[src/rtl/prog_fetch.sv]
`default_nettype none
// ============================================================================
// Module   : prog_fetch
// Purpose  : Fetch unit. Owns the program counter that addresses the
//            instruction ROM, sequences IDLE -> RUN -> DONE under the Start
//            handshake, follows taken branches from the decoder and counts
//            RUN cycles (saturating) for performance reporting.
// Ports    : Clk        - clock, rising edge
//            Reset      - asynchronous active-low reset
//            Start      - launch (pulse high then low) / abort while running
//            BranchEn   - decoder: current instruction is a branch
//            CondFlag   - ALU flag: branch condition true
//            Ack        - decoder: current instruction is halt
//            TargetAddr - branch target, valid when BranchEn=1
//            ProgCtr    - instruction ROM address (registered)
//            Running    - high while in RUN (registered)
//            Done       - high while in DONE (registered)
//            CycleCnt   - RUN cycles of the current/last run
// Revision : 1.0 - initial release
// ============================================================================
module prog_fetch #(
    parameter int unsigned PC_W     = 10,
    parameter int unsigned START_PC = 0,
    parameter int unsigned CNT_W    = 16
) (
    input  logic             Clk,
    input  logic             Reset,
    input  logic             Start,
    input  logic             BranchEn,
    input  logic             CondFlag,
    input  logic             Ack,
    input  logic [PC_W-1:0]  TargetAddr,
    output logic [PC_W-1:0]  ProgCtr,
    output logic             Running,
    output logic             Done,
    output logic [CNT_W-1:0] CycleCnt
);

    localparam logic [PC_W-1:0]  C_START_ADDR = PC_W'(START_PC);
    localparam logic [CNT_W-1:0] C_CNT_MAX    = '1;

    typedef enum logic [1:0] {
        IDLE = 2'd0,
        RUN  = 2'd1,
        DONE = 2'd2
    } state_t;

    state_t           state,   state_nxt;
    logic             armed,   armed_nxt;
    logic [PC_W-1:0]  pc,      pc_nxt;
    logic [CNT_W-1:0] cnt,     cnt_nxt;
    logic [CNT_W-1:0] cnt_inc;
    logic             running, done;

    // Counter stops at all-ones instead of wrapping.
    assign cnt_inc = (cnt == C_CNT_MAX) ? cnt : cnt + 1'b1;

    always_ff @(posedge Clk or negedge Reset) begin
        if (!Reset) begin
            state   <= IDLE;
            armed   <= 1'b0;
            pc      <= C_START_ADDR;
            cnt     <= '0;
            running <= 1'b0;
            done    <= 1'b0;
        end else begin
            state   <= state_nxt;
            armed   <= armed_nxt;
            pc      <= pc_nxt;
            cnt     <= cnt_nxt;
            // Status flags are registered from the next state so they
            // line up exactly with the state register.
            running <= (state_nxt == RUN);
            done    <= (state_nxt == DONE);
        end
    end

    always_comb begin
        state_nxt = state;
        armed_nxt = armed;
        pc_nxt    = pc;
        cnt_nxt   = cnt;
        case (state)
            IDLE: begin
                pc_nxt = C_START_ADDR;
                if (Start) begin
                    armed_nxt = 1'b1;
                end else if (armed) begin
                    // Falling side of the Start handshake launches the run.
                    state_nxt = RUN;
                    armed_nxt = 1'b0;
                    cnt_nxt   = '0;
                end
            end
            RUN: begin
                if (Start) begin
                    // Abort: back to IDLE already armed, counter keeps value.
                    state_nxt = IDLE;
                    armed_nxt = 1'b1;
                    pc_nxt    = C_START_ADDR;
                end else if (Ack) begin
                    // Halt wins over branch; PC stays on the halt instruction.
                    state_nxt = DONE;
                    cnt_nxt   = cnt_inc;
                end else if (BranchEn && CondFlag) begin
                    pc_nxt  = TargetAddr;
                    cnt_nxt = cnt_inc;
                end else begin
                    pc_nxt  = pc + 1'b1;
                    cnt_nxt = cnt_inc;
                end
            end
            DONE: begin
                if (Start) begin
                    state_nxt = IDLE;
                    armed_nxt = 1'b1;
                    pc_nxt    = C_START_ADDR;
                end
            end
            default: begin
                state_nxt = IDLE;
                armed_nxt = 1'b0;
                pc_nxt    = C_START_ADDR;
            end
        endcase
    end

    assign ProgCtr  = pc;
    assign CycleCnt = cnt;
    assign Running  = running;
    assign Done     = done;

endmodule
`default_nettype wire

[config.mk]
export PLATFORM = sky130hd
export DESIGN_NAME = prog_fetch
export DESIGN_NICKNAME = d
export VERILOG_FILES = /design/src/rtl/prog_fetch.sv
export SDC_FILE = /design/constraint.sdc
export NUM_CORES = 1
export LEC_CHECK = 0
export ABC_AREA = 1
export CORE_ASPECT_RATIO = 2
export CORE_MARGIN = 4
export CORE_UTILIZATION = 45
export DETAILED_ROUTE_END_ITERATION = 16
export PLACE_DENSITY = 0.74
export SETUP_SLACK_MARGIN = 0.2
export SLEW_MARGIN = 20
export SYNTH_ARGS = -nofsm -noshare
export SYNTH_HDL_FRONTEND = slang
export SYNTH_SLANG_ARGS = --single-unit
[constraint.sdc]
create_clock -name Clk -period 4.58 [get_ports Clk]
set_input_delay 0.916 -clock Clk [delete_from_list [all_inputs] [get_ports Clk]]
set_output_delay 0.916 -clock Clk [all_outputs]
set_load 0.02 [all_outputs]
; After elaboration in Yosys (flattened, before gate mapping)
; Index checks and enable logic that the tools add are counted.
; Widths: inputs -> output; s select.
[totals]
ff_bits = 31
in_bits = 16
output_inout_bits = 28
wordCells = 45
[op_classes]
addsub = 2
eq_ne = 12
mux = 19
n_reduce_logical = 6
[ops]
columns = operator, n
row1 = $mux 16, 4
row2 = $mux 10, 4
row3 = $pmux 16 s2, 1
row4 = $pmux 10 s2, 1
row5 = $add 16x1->16 const B, 1
row6 = $eq 16x16->1 const B, 1
row7 = $add 10x1->10 const B, 1
row8 = $mux 2, 5
row9 = $ne 2x2->1 const B, 5
row10 = $pmux 2 s3, 1
row11 = $reduce_and 5->1, 1
row12 = $eq 2x1->1 const B, 2
row13 = $eq 2x2->1 const B, 2
row14 = $ne 3x3->1 const B, 1
row15 = $logic_not 2->1, 1
row16 = $mux 1, 2
row17 = $ne 2x1->1 const B, 1
row18 = $pmux 1 s2, 1
row19 = $reduce_and 2->1, 1
row20 = $reduce_bool 2->1, 1
row21 = $reduce_or 2->1, 1
row22 = $logic_and 1x1->1, 1

; Logic depth before layout (Yosys ltp)
[depth]
ltp_word = 5
mapped_depth = 11
ltp_nobuf = 11

; Worst setup path after synthesis
; OpenSTA, ideal clock, no wires.
[synth_timing]
path_kind = input -> register
from = input BranchEn
to = register pc[4], in the netlist ProgCtr[4]
setup_ps = 127
arrival_ps = 1646
required_time_ps = 4453
path_slack_ps = 2808
stages = 5
n_path_buf = 1
path_cell_list = nand2_1 > clkbuf_1 > o21ai_0 > o211ai_1 > o21ai_1
[synth_via]
elab_chain_len = 5
[synth_rtl]
columns = item, line
row1 = "start, declared", 29  ; input logic BranchEn,
row2 = $logic_and 1x1->1, 105  ; end else if (BranchEn && CondFlag) begin
row3 = $mux 10, 105
row4 = $mux 10, 101  ; end else if (Ack) begin
row5 = $mux 10, 96  ; if (Start) begin
row6 = $pmux 10 s2, 83  ; case (state)
row7 = "end signal, assigned", 69  ; pc <= pc_nxt;
row8 = "end, declared", 50  ; logic [PC_W-1:0] pc, pc_nxt;
; Every way passes these cells. The select of a mux whose other input is x is not followed.
; A chain may end at the register's enable or synchronous reset.

; Worst setup path after layout
[layout_timing]
from = register cnt[5], in the netlist CycleCnt[5]
to = output CycleCnt[5]
[layout_rtl]
columns = item, line
row1 = "start, declared", 51  ; logic [CNT_W-1:0] cnt, cnt_nxt;
row2 = "start signal, assigned", 70  ; cnt <= cnt_nxt;
row3 = "end, declared", 36  ; output logic [CNT_W-1:0] CycleCnt
; No word-level cell between the ends.

==> impl_metrics.env <==
export IMPL_outcome="finished, final reports clean"
export IMPL_filler_cell_count=438
export IMPL_post_cts_resize_count=0
export IMPL_clkSinkCount=31
export IMPL_min_delay_start="ProgCtr[9]"
export IMPL_routabilityCongestion=0.825
export IMPL_post_synth_top_area_fraction=0.385
export IMPL_max_cap_violations=0
export IMPL_aggregate_routed_wire_length_um=4750
export IMPL_timing_setup_tns_ps=0
export IMPL_largest_delay_share_family_worst_path="buffers and inverters"
export IMPL_routedWlPerCell_um=12.3
export IMPL_worst_ir_drop_vdd_mv=0.280
export IMPL_yosysWarningCount=0
export IMPL_leakagePower_nw=1.24
export IMPL_netlist_top_cells_area="dfrtp_1 (38%), nand2_1 (20%), nor2_1 (5.4%)"
export IMPL_start_kind="register"
export IMPL_synth_xor_area_share=0.0565
export IMPL_synth_compound_area_frac=0.0769
export IMPL_yosys_most_used_dff="dfrtp_1"
export IMPL_first_global_vias=1856
export IMPL_criticalPathCategory="register to primary output"
export IMPL_final_cells=386
export IMPL_num_io_pins=44
export IMPL_setup_repair_after_global_routing_missed_its_margin="false"
export IMPL_cts_tree="built"
export IMPL_first_pass_iters=4
export IMPL_grt_first_pass_wirelength_um=8240
export IMPL_drtIter0Drc=32
export IMPL_clock_root_buffer="clkbuf_8"
export IMPL_cts_htree_levels=2
export IMPL_finClkSkew_ps=5.48
export IMPL_timing_final_crit_period_ps=2330
export IMPL_fmax_mhz=429
export IMPL_post_synth_cell_area_avg_um2=7.08
export IMPL_die_width_um=55.3
export IMPL_placement_rows=34
export IMPL_drive_above_1_share=0.0753
export IMPL_worst_setup_hold_path_clk_slew_ps=70
export IMPL_global_route_usage_total=0.183
export IMPL_synth_cell_types=31
export IMPL_globalRouteOverflowTotal=0
export IMPL_edff_count_synth=0
export IMPL_synth_adder_area_share=0.0372
export IMPL_netlist_area_um2=2020
export IMPL_die_h_um=103
export IMPL_critPathBufInv=1
export IMPL_worst_pin_slew_ps=531
export IMPL_antenna_left=0
export IMPL_synth_seq_area_share=0.385
export IMPL_synthesis_nets=307
export IMPL_via_per_inst=5.05
export IMPL_setup_violations_final=0
export IMPL_post_synth_inst_count=285
export IMPL_post_dp_hpwl_um=3690
export IMPL_power_density_cell_area_nw_per_um2=365
export IMPL_worst_ep_required_time_ps=3660
export IMPL_timing_critical_path_fanout_max=7
export IMPL_cp_data_arrival_time_ps=1420
export IMPL_synth_top_cells_by_count="nand2_1 (108), dfrtp_1 (31), nor2_1 (29), inv_1 (28), nand3_1 (18)"
export IMPL_coreArea_um2=4340
export IMPL_rr_startpoint="state[1]"
export IMPL_dominant_combinational_cell_family_by_area_after_synthesis="simple AND/OR/NAND/NOR gates"
export IMPL_remaining_drc_errors=0
export IMPL_grt_antenna_before_repair=0
export IMPL_finalHoldViolations=0
export IMPL_fin_nets=354
export IMPL_maximum_clock_insertion_buffer_count=2
export IMPL_dpl_cell_count=379
export IMPL_flow_area_growth_from_synthesis_pct=27.5
export IMPL_synth_mux_area_frac=0
export IMPL_relSlewSlack=0.645
export IMPL_antenna_cells_inserted=0
export IMPL_fraction_of_synthesis_flops_using_an_asynchronous_set_or_reset_pin=1.00
export IMPL_most_frequently_used_cell_type_in_the_post_synthesis_netlist="nand2_1"
export IMPL_vias_after_detailed_routing=1949
export IMPL_cp_slowest_stage_delay_ps=650
export IMPL_timing_critical_path_to_type="primary output"
export IMPL_worst_setup_path_startpoint="CycleCnt[5]"
export IMPL_largest_net_degree_at_the_start_of_global_routing=32
export IMPL_holdCritPathClass="register to register"
export IMPL_hold_buffers=0
export IMPL_post_synth_and_or_nand_nor_area_fraction=0.367
export IMPL_cts_buffers_inserted=5
export IMPL_yosys_register_bits=31
export IMPL_crit_slowest_cell="clkdlybuf4s50_1"
export IMPL_clk_latency_ps=280
export IMPL_dieArea_um2=5680
export IMPL_post_route_period_util=0.509
export IMPL_port_buffers=43
export IMPL_synth_largest_area_cell="dfrtp_1"
export IMPL_fin_worst_hold_slack_ps=527
export IMPL_slew_viol_final=0
export IMPL_initial_core_util=0.465
export IMPL_postCtsSetupBuffers=0
export IMPL_path_cells="clkdlybuf4s50_1"
layout make-up:
type                    count  area, µm²  share of cell area
clock buffers               6       82.6              0.0321
clock inverters             1       5.00             0.00195
inverters                  32        120              0.0467
multi-input cells         218       1080               0.421
flip-flops and latches     31        776               0.302
well taps                  54       67.6              0.0263
repair buffers             44        438               0.170
per-stage QoR:
stage | setup WS, ps | total power [mW] | utilization | area (µm²)
4_1_cts | 2240 | 0.948 | 0.593 | 2570
6_report | 2250 | 0.938 | 0.593 | 2570
5_1_grt | 2160 | 1.01 | 0.593 | 2570
2_1_floorplan | 2810 | 0.626 | - | 2020
3_3_place_gp | 2040 | 0.724 | 0.573 | 2480
3_5_place_dp | 2000 | 0.731 | 0.573 | 2480
flip-flops by register name (all words and copies together) (netlist names):
register	count
ProgCtr	10
CycleCnt	16
Done	1
state	2
Running	1
armed	1
cell families after synthesis:
group / count (synthesis)
adders and majority gates: 6
buffers and inverters: 36
AOI/OAI and AO/OA: 26
DFF: 31
xor gates and xnor gates: 13
and+or+nand+nor: 173
per-layer routing:
| layer | part of all wire | global-route usage | vias to the layer above |
|---|---|---|---|
| met4 | 0.020 | 0.0843 | 0 |
| met1 | 0.36 | 0.174 | 895 |
| met2 | 0.58 | 0.370 | 55 |
| li1 | - | - | 991 |
| met3 | 0.042 | 0.0338 | 8 |
| met5 | 0 | 0 | - |
final timing paths:
path / to / slack [ps] / depth (start not counted)
max: CycleCnt[5] / 2250 / 1
max in group asynchronous: state[1] / 3250 / 2
min in group asynchronous: ProgCtr[4] / 1030 / 2
min reg2reg: ProgCtr[9] / 530 / 2
min: ProgCtr[9] / 530 / 2
max reg2reg: ProgCtr[7] / 2730 / 11
placed cells by master (no fill, tap or decap), types with 2 or more instances in the layout:
master,count
dfrtp_1,31
ha_1,6
inv_2,4
o21ai_0,10
clkdlybuf4s50_1,43
nor2_1,29
nor3_1,2
nand3_1,18
o21ai_1,4
xnor2_1,4
nand2_1,108
nor2_2,6
o211ai_1,4
nand3b_1,2
clkbuf_8,6
inv_1,28
xor2_1,9
nand4_1,3
a21oi_1,3
power by group:
| part | total (mW) | internal (mW) | switching (mW) | leakage [nW] |
|---|---|---|---|---|
| clock | 0.217 | 0.118 | 0.0994 | 0.0470 |
| combinational | 0.373 | 0.138 | 0.235 | 0.769 |
| sequential | 0.348 | 0.311 | 0.0367 | 0.426 |
Note: power is estimated with default switching activity, not from simulation.
